--- config.mk ---
export PLATFORM = sky130hd
export DESIGN_NAME = mem_tid_arbiter
export DESIGN_NICKNAME = d
export VERILOG_FILES = /design/src/rtl/mem_arb_pkg.sv /design/src/rtl/rr_arb_tree_lite.sv /design/src/rtl/mem_tid_arbiter.sv
export SDC_FILE = /design/constraint.sdc
export NUM_CORES = 1
export LEC_CHECK = 0
export ABC_CLOCK_PERIOD_IN_PS = 5700
export CAP_MARGIN = 0
export CORE_AREA = 2 2 158 160
export DETAILED_ROUTE_END_ITERATION = 16
export DIE_AREA = 0 0 160 162
export PLACE_DENSITY = 0.66
export SYNTH_ARGS = -nofsm -noshare
export SYNTH_HDL_FRONTEND = slang
export SYNTH_SLANG_ARGS = --single-unit
--- constraint.sdc ---
create_clock -name clk_i -period 5.7 [get_ports clk_i]
set_clock_uncertainty 0.1 [all_clocks]
set_input_delay 1.14 -clock clk_i [delete_from_list [all_inputs] [get_ports clk_i]]
set_output_delay 1.14 -clock clk_i [all_outputs]
set_load 0.02 [all_outputs]
--- src/rtl/mem_arb_pkg.sv ---
// mem_arb_pkg: shared sizing, types and helpers for the memory-port arbiter.
package mem_arb_pkg;
   localparam int unsigned DefNumReq   = 3;
   localparam int unsigned DefTidWidth = 2;
   localparam int unsigned DefNumTid   = 2 ** DefTidWidth;
   typedef logic [DefTidWidth-1:0]       tid_t;
   typedef logic [$clog2(DefNumReq)-1:0] owner_t;
   function automatic int unsigned num_tid(input int unsigned tw);
      return 32'd1 << tw;
   endfunction
endpackage

--- src/rtl/rr_arb_tree_lite.sv ---
// rr_arb_tree_lite: combinational round-robin pick, first request at or after ptr_i wins.
module rr_arb_tree_lite #(
   parameter int unsigned N = 3,
   localparam int unsigned IdxW = N > 1 ? $clog2(N) : 1
)(
   input  logic [N-1:0]    req_i,
   input  logic [IdxW-1:0] ptr_i,
   output logic [N-1:0]    gnt_o,
   output logic [IdxW-1:0] idx_o,
   output logic            valid_o
);
   int j;
   logic [IdxW-1:0] sel;
   always_comb begin
      gnt_o   = '0;
      idx_o   = '0;
      valid_o = 1'b0;
      j       = 0;
      sel     = '0;
      for (int k = 0; k < int'(N); k++) begin
         j   = (int'(ptr_i) + k) % int'(N);
         sel = IdxW'(j);
         if (!valid_o && req_i[sel]) begin
            gnt_o[sel] = 1'b1;
            idx_o      = sel;
            valid_o    = 1'b1;
         end
      end
   end
endmodule

--- src/rtl/mem_tid_arbiter.sv ---
// mem_tid_arbiter: round-robin grant of requesters onto one memory port with
// transaction-ID allocation, ID-routed responses and non-idempotent serialization.
module mem_tid_arbiter
   import mem_arb_pkg::*;
#(
   parameter int unsigned NumReq   = DefNumReq,
   parameter int unsigned TidWidth = DefTidWidth,
   parameter int unsigned ReqWidth = 64,
   parameter int unsigned RspWidth = 64
)(
   input  logic                               clk_i,
   input  logic                               rst_ni,
   input  logic [NumReq-1:0]                  req_valid_i,
   input  logic [NumReq-1:0]                  req_nc_i,
   input  logic [NumReq-1:0][ReqWidth-1:0]    req_data_i,
   output logic [NumReq-1:0]                  req_ready_o,
   output logic                               mem_valid_o,
   input  logic                               mem_ready_i,
   output logic [TidWidth-1:0]                mem_tid_o,
   output logic [ReqWidth-1:0]                mem_data_o,
   input  logic                               rsp_valid_i,
   input  logic [TidWidth-1:0]                rsp_tid_i,
   input  logic [RspWidth-1:0]                rsp_data_i,
   output logic [NumReq-1:0]                  rsp_valid_o,
   output logic [RspWidth-1:0]                rsp_data_o,
   output logic [TidWidth:0]                  outstanding_o,
   output logic                               err_o
);
   localparam int unsigned NumTid = num_tid(TidWidth);
   localparam int unsigned OwnW   = NumReq > 1 ? $clog2(NumReq) : 1;
   localparam int unsigned CntW   = TidWidth + 1;
   localparam logic [NumReq-1:0] OneHot0 = NumReq'(1);

   logic [NumTid-1:0]            tid_busy_q, tid_busy_d;
   logic [NumTid-1:0][OwnW-1:0]  owner_q, owner_d;
   logic                         nc_pend_q, nc_pend_d;
   logic [OwnW-1:0]              rr_ptr_q, rr_ptr_d;
   logic                         mem_valid_q, mem_valid_d;
   logic [TidWidth-1:0]          mem_tid_q, mem_tid_d;
   logic [ReqWidth-1:0]          mem_data_q, mem_data_d;
   logic [NumReq-1:0]            rsp_valid_q, rsp_valid_d;
   logic [RspWidth-1:0]          rsp_data_q, rsp_data_d;
   logic                         err_q, err_d;

   logic [CntW-1:0]   outstanding;
   logic              out_free, base_ok, nc_ok, any_free, win_valid, rsp_hit;
   logic [NumReq-1:0] elig, gnt;
   logic [OwnW-1:0]   win_idx;
   logic [NumTid-1:0] free_gnt;
   logic [TidWidth-1:0] free_idx;

   always_comb begin
      outstanding = '0;
      for (int k = 0; k < int'(NumTid); k++) outstanding = outstanding + CntW'(tid_busy_q[k]);
   end

   assign out_free = !mem_valid_q || mem_ready_i;
   // Gated by rst_ni so no grant is visible while reset is held.
   assign base_ok  = rst_ni && out_free && any_free && !nc_pend_q;
   assign nc_ok    = (outstanding == '0) && !mem_valid_q;
   assign elig     = req_valid_i & {NumReq{base_ok}} & (~req_nc_i | {NumReq{nc_ok}});
   assign rsp_hit  = rsp_valid_i && tid_busy_q[rsp_tid_i];

   rr_arb_tree_lite #(.N(NumReq)) u_req_arb (
      .req_i   (elig),
      .ptr_i   (rr_ptr_q),
      .gnt_o   (gnt),
      .idx_o   (win_idx),
      .valid_o (win_valid)
   );

   // Pointer tied to 0 turns the round-robin pick into a lowest-free-ID search.
   rr_arb_tree_lite #(.N(NumTid)) u_tid_pick (
      .req_i   (~tid_busy_q),
      .ptr_i   ('0),
      .gnt_o   (free_gnt),
      .idx_o   (free_idx),
      .valid_o (any_free)
   );

   always_comb begin
      tid_busy_d = tid_busy_q;
      owner_d    = owner_q;
      if (rsp_hit) tid_busy_d[rsp_tid_i] = 1'b0;
      if (win_valid) begin
         tid_busy_d        = tid_busy_d | free_gnt;
         owner_d[free_idx] = win_idx;
      end
      nc_pend_d   = (nc_pend_q && !rsp_hit) || (win_valid && req_nc_i[win_idx]);
      rr_ptr_d    = !win_valid ? rr_ptr_q : (win_idx == OwnW'(NumReq - 1)) ? '0 : win_idx + 1'b1;
      mem_valid_d = win_valid || (mem_valid_q && !mem_ready_i);
      mem_tid_d   = win_valid ? free_idx : mem_tid_q;
      mem_data_d  = win_valid ? req_data_i[win_idx] : mem_data_q;
      rsp_valid_d = rsp_hit ? OneHot0 << owner_q[rsp_tid_i] : '0;
      rsp_data_d  = rsp_hit ? rsp_data_i : rsp_data_q;
      err_d       = err_q || (rsp_valid_i && !tid_busy_q[rsp_tid_i]);
   end

   always_ff @(posedge clk_i or negedge rst_ni) begin
      if (!rst_ni) begin
         tid_busy_q  <= '0;
         owner_q     <= '0;
         nc_pend_q   <= 1'b0;
         rr_ptr_q    <= '0;
         mem_valid_q <= 1'b0;
         mem_tid_q   <= '0;
         mem_data_q  <= '0;
         rsp_valid_q <= '0;
         rsp_data_q  <= '0;
         err_q       <= 1'b0;
      end else begin
         tid_busy_q  <= tid_busy_d;
         owner_q     <= owner_d;
         nc_pend_q   <= nc_pend_d;
         rr_ptr_q    <= rr_ptr_d;
         mem_valid_q <= mem_valid_d;
         mem_tid_q   <= mem_tid_d;
         mem_data_q  <= mem_data_d;
         rsp_valid_q <= rsp_valid_d;
         rsp_data_q  <= rsp_data_d;
         err_q       <= err_d;
      end
   end

   assign req_ready_o   = gnt;
   assign mem_valid_o   = mem_valid_q;
   assign mem_tid_o     = mem_tid_q;
   assign mem_data_o    = mem_data_q;
   assign rsp_valid_o   = rsp_valid_q;
   assign rsp_data_o    = rsp_data_q;
   assign outstanding_o = outstanding;
   assign err_o         = err_q;
endmodule

==> run_results.csv <==
group,metric,value,unit
outcome,status,"completed",
critical_path,cp_max_fo,5,
critical_path,cp-startpoint,"tid_busy_q[0]",
finish,layout_commonest_cell,"clkdlybuf4s50_1",
drt,drc,0,
drt,via_per_inst,4.81,
drt,ant_nets,0,
floorplanning,num_io_pins,409,
timing,layout_setup_ws,0.201,ns
floorplanning,start_util,0.310,
critical_path,crit_type,"reg -> out",
timing,setup_viol,0,
timing,setup_tns,0,ns
critical_path,cp.arrival,4.26,ns
grt,grt_max_degree,82,
grt,grt_usage,0.185,
yosys,synth_top_cell_area_share,0.503,
timing,fin_crit,5.50,ns
floorplanning,die_h,162,um
yosys,synth_edf_count,0,
yosys,ys_ff_latch,150,
cts,numCtsBuffers,17,
timing,worst_slew_pin_slew,1.15,ns
grt,grt_pass1_vias,6822,
cts,clk_path_buf_depth,2,
grt,grt_overflow,0,
cts,postCtsSetupBuffers,0,
yosys,syn-num-nets,952,
cts,clk_pin_slew,0.06,ns
yosys,syn_inst,675,
cts,cts_tree,"yes",
placement,dpl_worst_slack,0.503,ns
yosys,ys_dominant_reg_cell,"dfrtp_1",
critical_path,slowest_stage,"clkdlybuf4s50_1",
cts,clk_latency,0.41,ns
drt,drt_first_pass_iters,4,
finish,layout_common_cells,"407 x clkdlybuf4s50_1, 150 x dfrtp_1, 118 x nand2_1",
finish,n_antenna_cell,0,
finish,multi_input_area,3460,sq um
drt,drtIter0Drc,295,
floorplanning,coreArea,24100,sq um
finish,syn_to_final_growth,65.6,%
critical_path,required,4.46,ns
placement,io_buffers,408,
worst_hold_path,min_from,"mem_data_o[37]",
cts,htreeDepth,4,
yosys,synth_top_cells_by_area,"dfrtp_1 50%, mux2_2 11%, nand2_1 6.0%, o31ai_2 5.5%, mux2i_1 4.3%",
finish,layout.nets,1339,
finish,n_fill_cell,2231,
drt,routedWlPerCell,17.5,um
worst_hold_path,min_path_type,"reg -> reg",
flow_run,drv_cap,0,
placement,hpwl,18.0,mm
yosys,yosysSeqAreaShare,0.503,
power,pwr_density_cell,531,nW/um^2
yosys,syn_area_per_cell,11.1,sq um
yosys,synthDistinctLibCells,49,
finish,stdcell_area,12400,sq um
cts,cts-root-buf,"clkbuf_16",
cts,cts_hold_buf,0,
finish,drive_gt1_frac,0.150,
power,power.total,6.57,mW
critical_path,slowest_delay,0.61,ns
cts,cts_sinks,150,
timing,max_freq,182,MHz
timing,slew-limit-headroom,0.235,
critical_path,startpoint_type,"flop",
yosys,netlist_area,7470,sq um
yosys,yosys.area.top_type,"dfrtp_1",
critical_path,reg2reg_from,"tid_busy_q[0]",
critical_path,cp.buffers_inverters,3,
timing,finalHoldViolCount,0,
floorplanning,die_x,160,um
timing,drv_slew,0,
grt,grt_pass1_wl,37.8,mm
floorplanning,die_area,25900,sq um
critical_path,crit_family,"compound AO/OA/AOI/OAI gates",
finish,final_core_util,0.513,
finish,seqCellArea,3750,sq um
floorplanning,fp-row-count,57,
timing,period_share,0.965,
placement,placed_cell_area,11800,sq um
timing,rsz0062_at_grt,"false",
placement,place_congestion,0.759,
power,vdd.ir_drop.worst,0.000224,V
critical_path,critical_path.cell_chain,"inv_1, fa_1, inv_1, ha_1, ha_1, o41ai_2, nand2_1, nor3_1, a21oi_1, o41ai_2, a221o_1, clkdlybuf4s50_1",
drt,routed-via-count,6727,
grt,antenna_found_initial,0,
yosys,async_reset_ff_frac,1.00,
power,p_leak,5.12,nW
yosys,yosys_warnings,0,
critical_path,cp-end-kind,"output pin",
drt,wirelength,24.5,mm
==> metrics by stage <==
stage | instances | hold slack [ns]
final | 1398 | 0.381
after detailed placement | 1367 | 0.369
after CTS | 1398 | 0.385
after floorplan | 675 | 0.374
after global placement | 1367 | 0.362
after global routing | 1398 | 0.404
==> cell type report <==
cell class	instances	share of cell area
Tap cell	324	0.0328
Timing Repair Buffer	416	0.335
Clock buffer	17	0.0344
Multi-Input combinational cell	466	0.280
Sequential cell	150	0.303
Clock inverter	14	0.0112
Inverter	11	0.00334
==> where the power goes <==
part	total, mW	leakage, nW	switching, mW	internal [mW]
registers	1.87	1.83	0.281	1.58
logic	3.60	3.02	1.87	1.73
clock network	1.10	0.275	0.493	0.611
total	6.57	5.12	2.64	3.93
==> repair_timing <==
item	4_1_cts	5_1_grt
endpoints found under the hold margin	0	0
setup endpoints to repair	0	2
resized for setup	0	2
==> cell usage after synthesis, types with 6 or more instances <==
master	number
o31ai_2	33
buf_2	19
mux2i_1	32
mux2_2	72
o21ai_0	19
o21ai_1	23
buf_6	6
a22oi_1	33
nand2_1	119
clkbuf_1	13
and3_1	35
buf_1	6
nand3_1	8
ha_1	8
nor2_1	37
dfrtp_1	150
inv_1	11
==> worst paths after layout <==
| check | to | slack, ns | cells after the start |
|---|---|---|---|
| setup / recovery | req_ready_o[0] | 0.20 | 12 |
| hold / removal | mem_data_o[37] | 0.38 | 2 |
| setup reg to reg | mem_data_o[7] | 1.53 | 11 |
| hold reg to reg | mem_data_o[37] | 0.38 | 2 |
| max in group asynchronous | mem_data_o[53] | 3.67 | 2 |
| min in group asynchronous | mem_data_o[28] | 0.49 | 1 |
==> worst register-to-register path, stage by stage (launching register included) <==
cell and delay [ns]:
dfrtp_1 0.40, inv_1 0.11, fa_1 0.55, inv_1 0.04
ha_1 0.17, ha_1 0.36, o41ai_2 0.47, and2_2 0.36
o2111a_4 0.91, nand2_1 0.22, and3_1 0.22, o31ai_2 0.20
==> cells by family after synthesis <==
logic type                 count (synthesis)  share of synthesized area
AOI/OAI and AO/OA                        133                      0.151
buffers and inverters                     59                     0.0409
adders and majority gates                  9                     0.0161
DFF                                      150                      0.503
muxes                                    107                      0.160
and+or+nand+nor                          217                      0.129
==> metal layers <==
metal / GRT usage / vias to the layer above / share of wire
li1: - / 3181 / -
met1: 0.217 / 3226 / 0.40
met2: 0.327 / 298 / 0.51
met3: 0.0534 / 22 / 0.075
met4: 0.0565 / 0 / 0.014
met5: 0 / - / 0
==> registers in the layout (all words and copies together) (netlist names) <==
signal       count
err_o            1
owner_q          8
nc_pend_q        1
mem_data_o      64
rsp_valid_o      3
rsp_data_o      64
mem_valid_o      1
rr_ptr_q         2
mem_tid_o        2
tid_busy_q       4
Note: power is estimated with default switching activity, not from simulation.
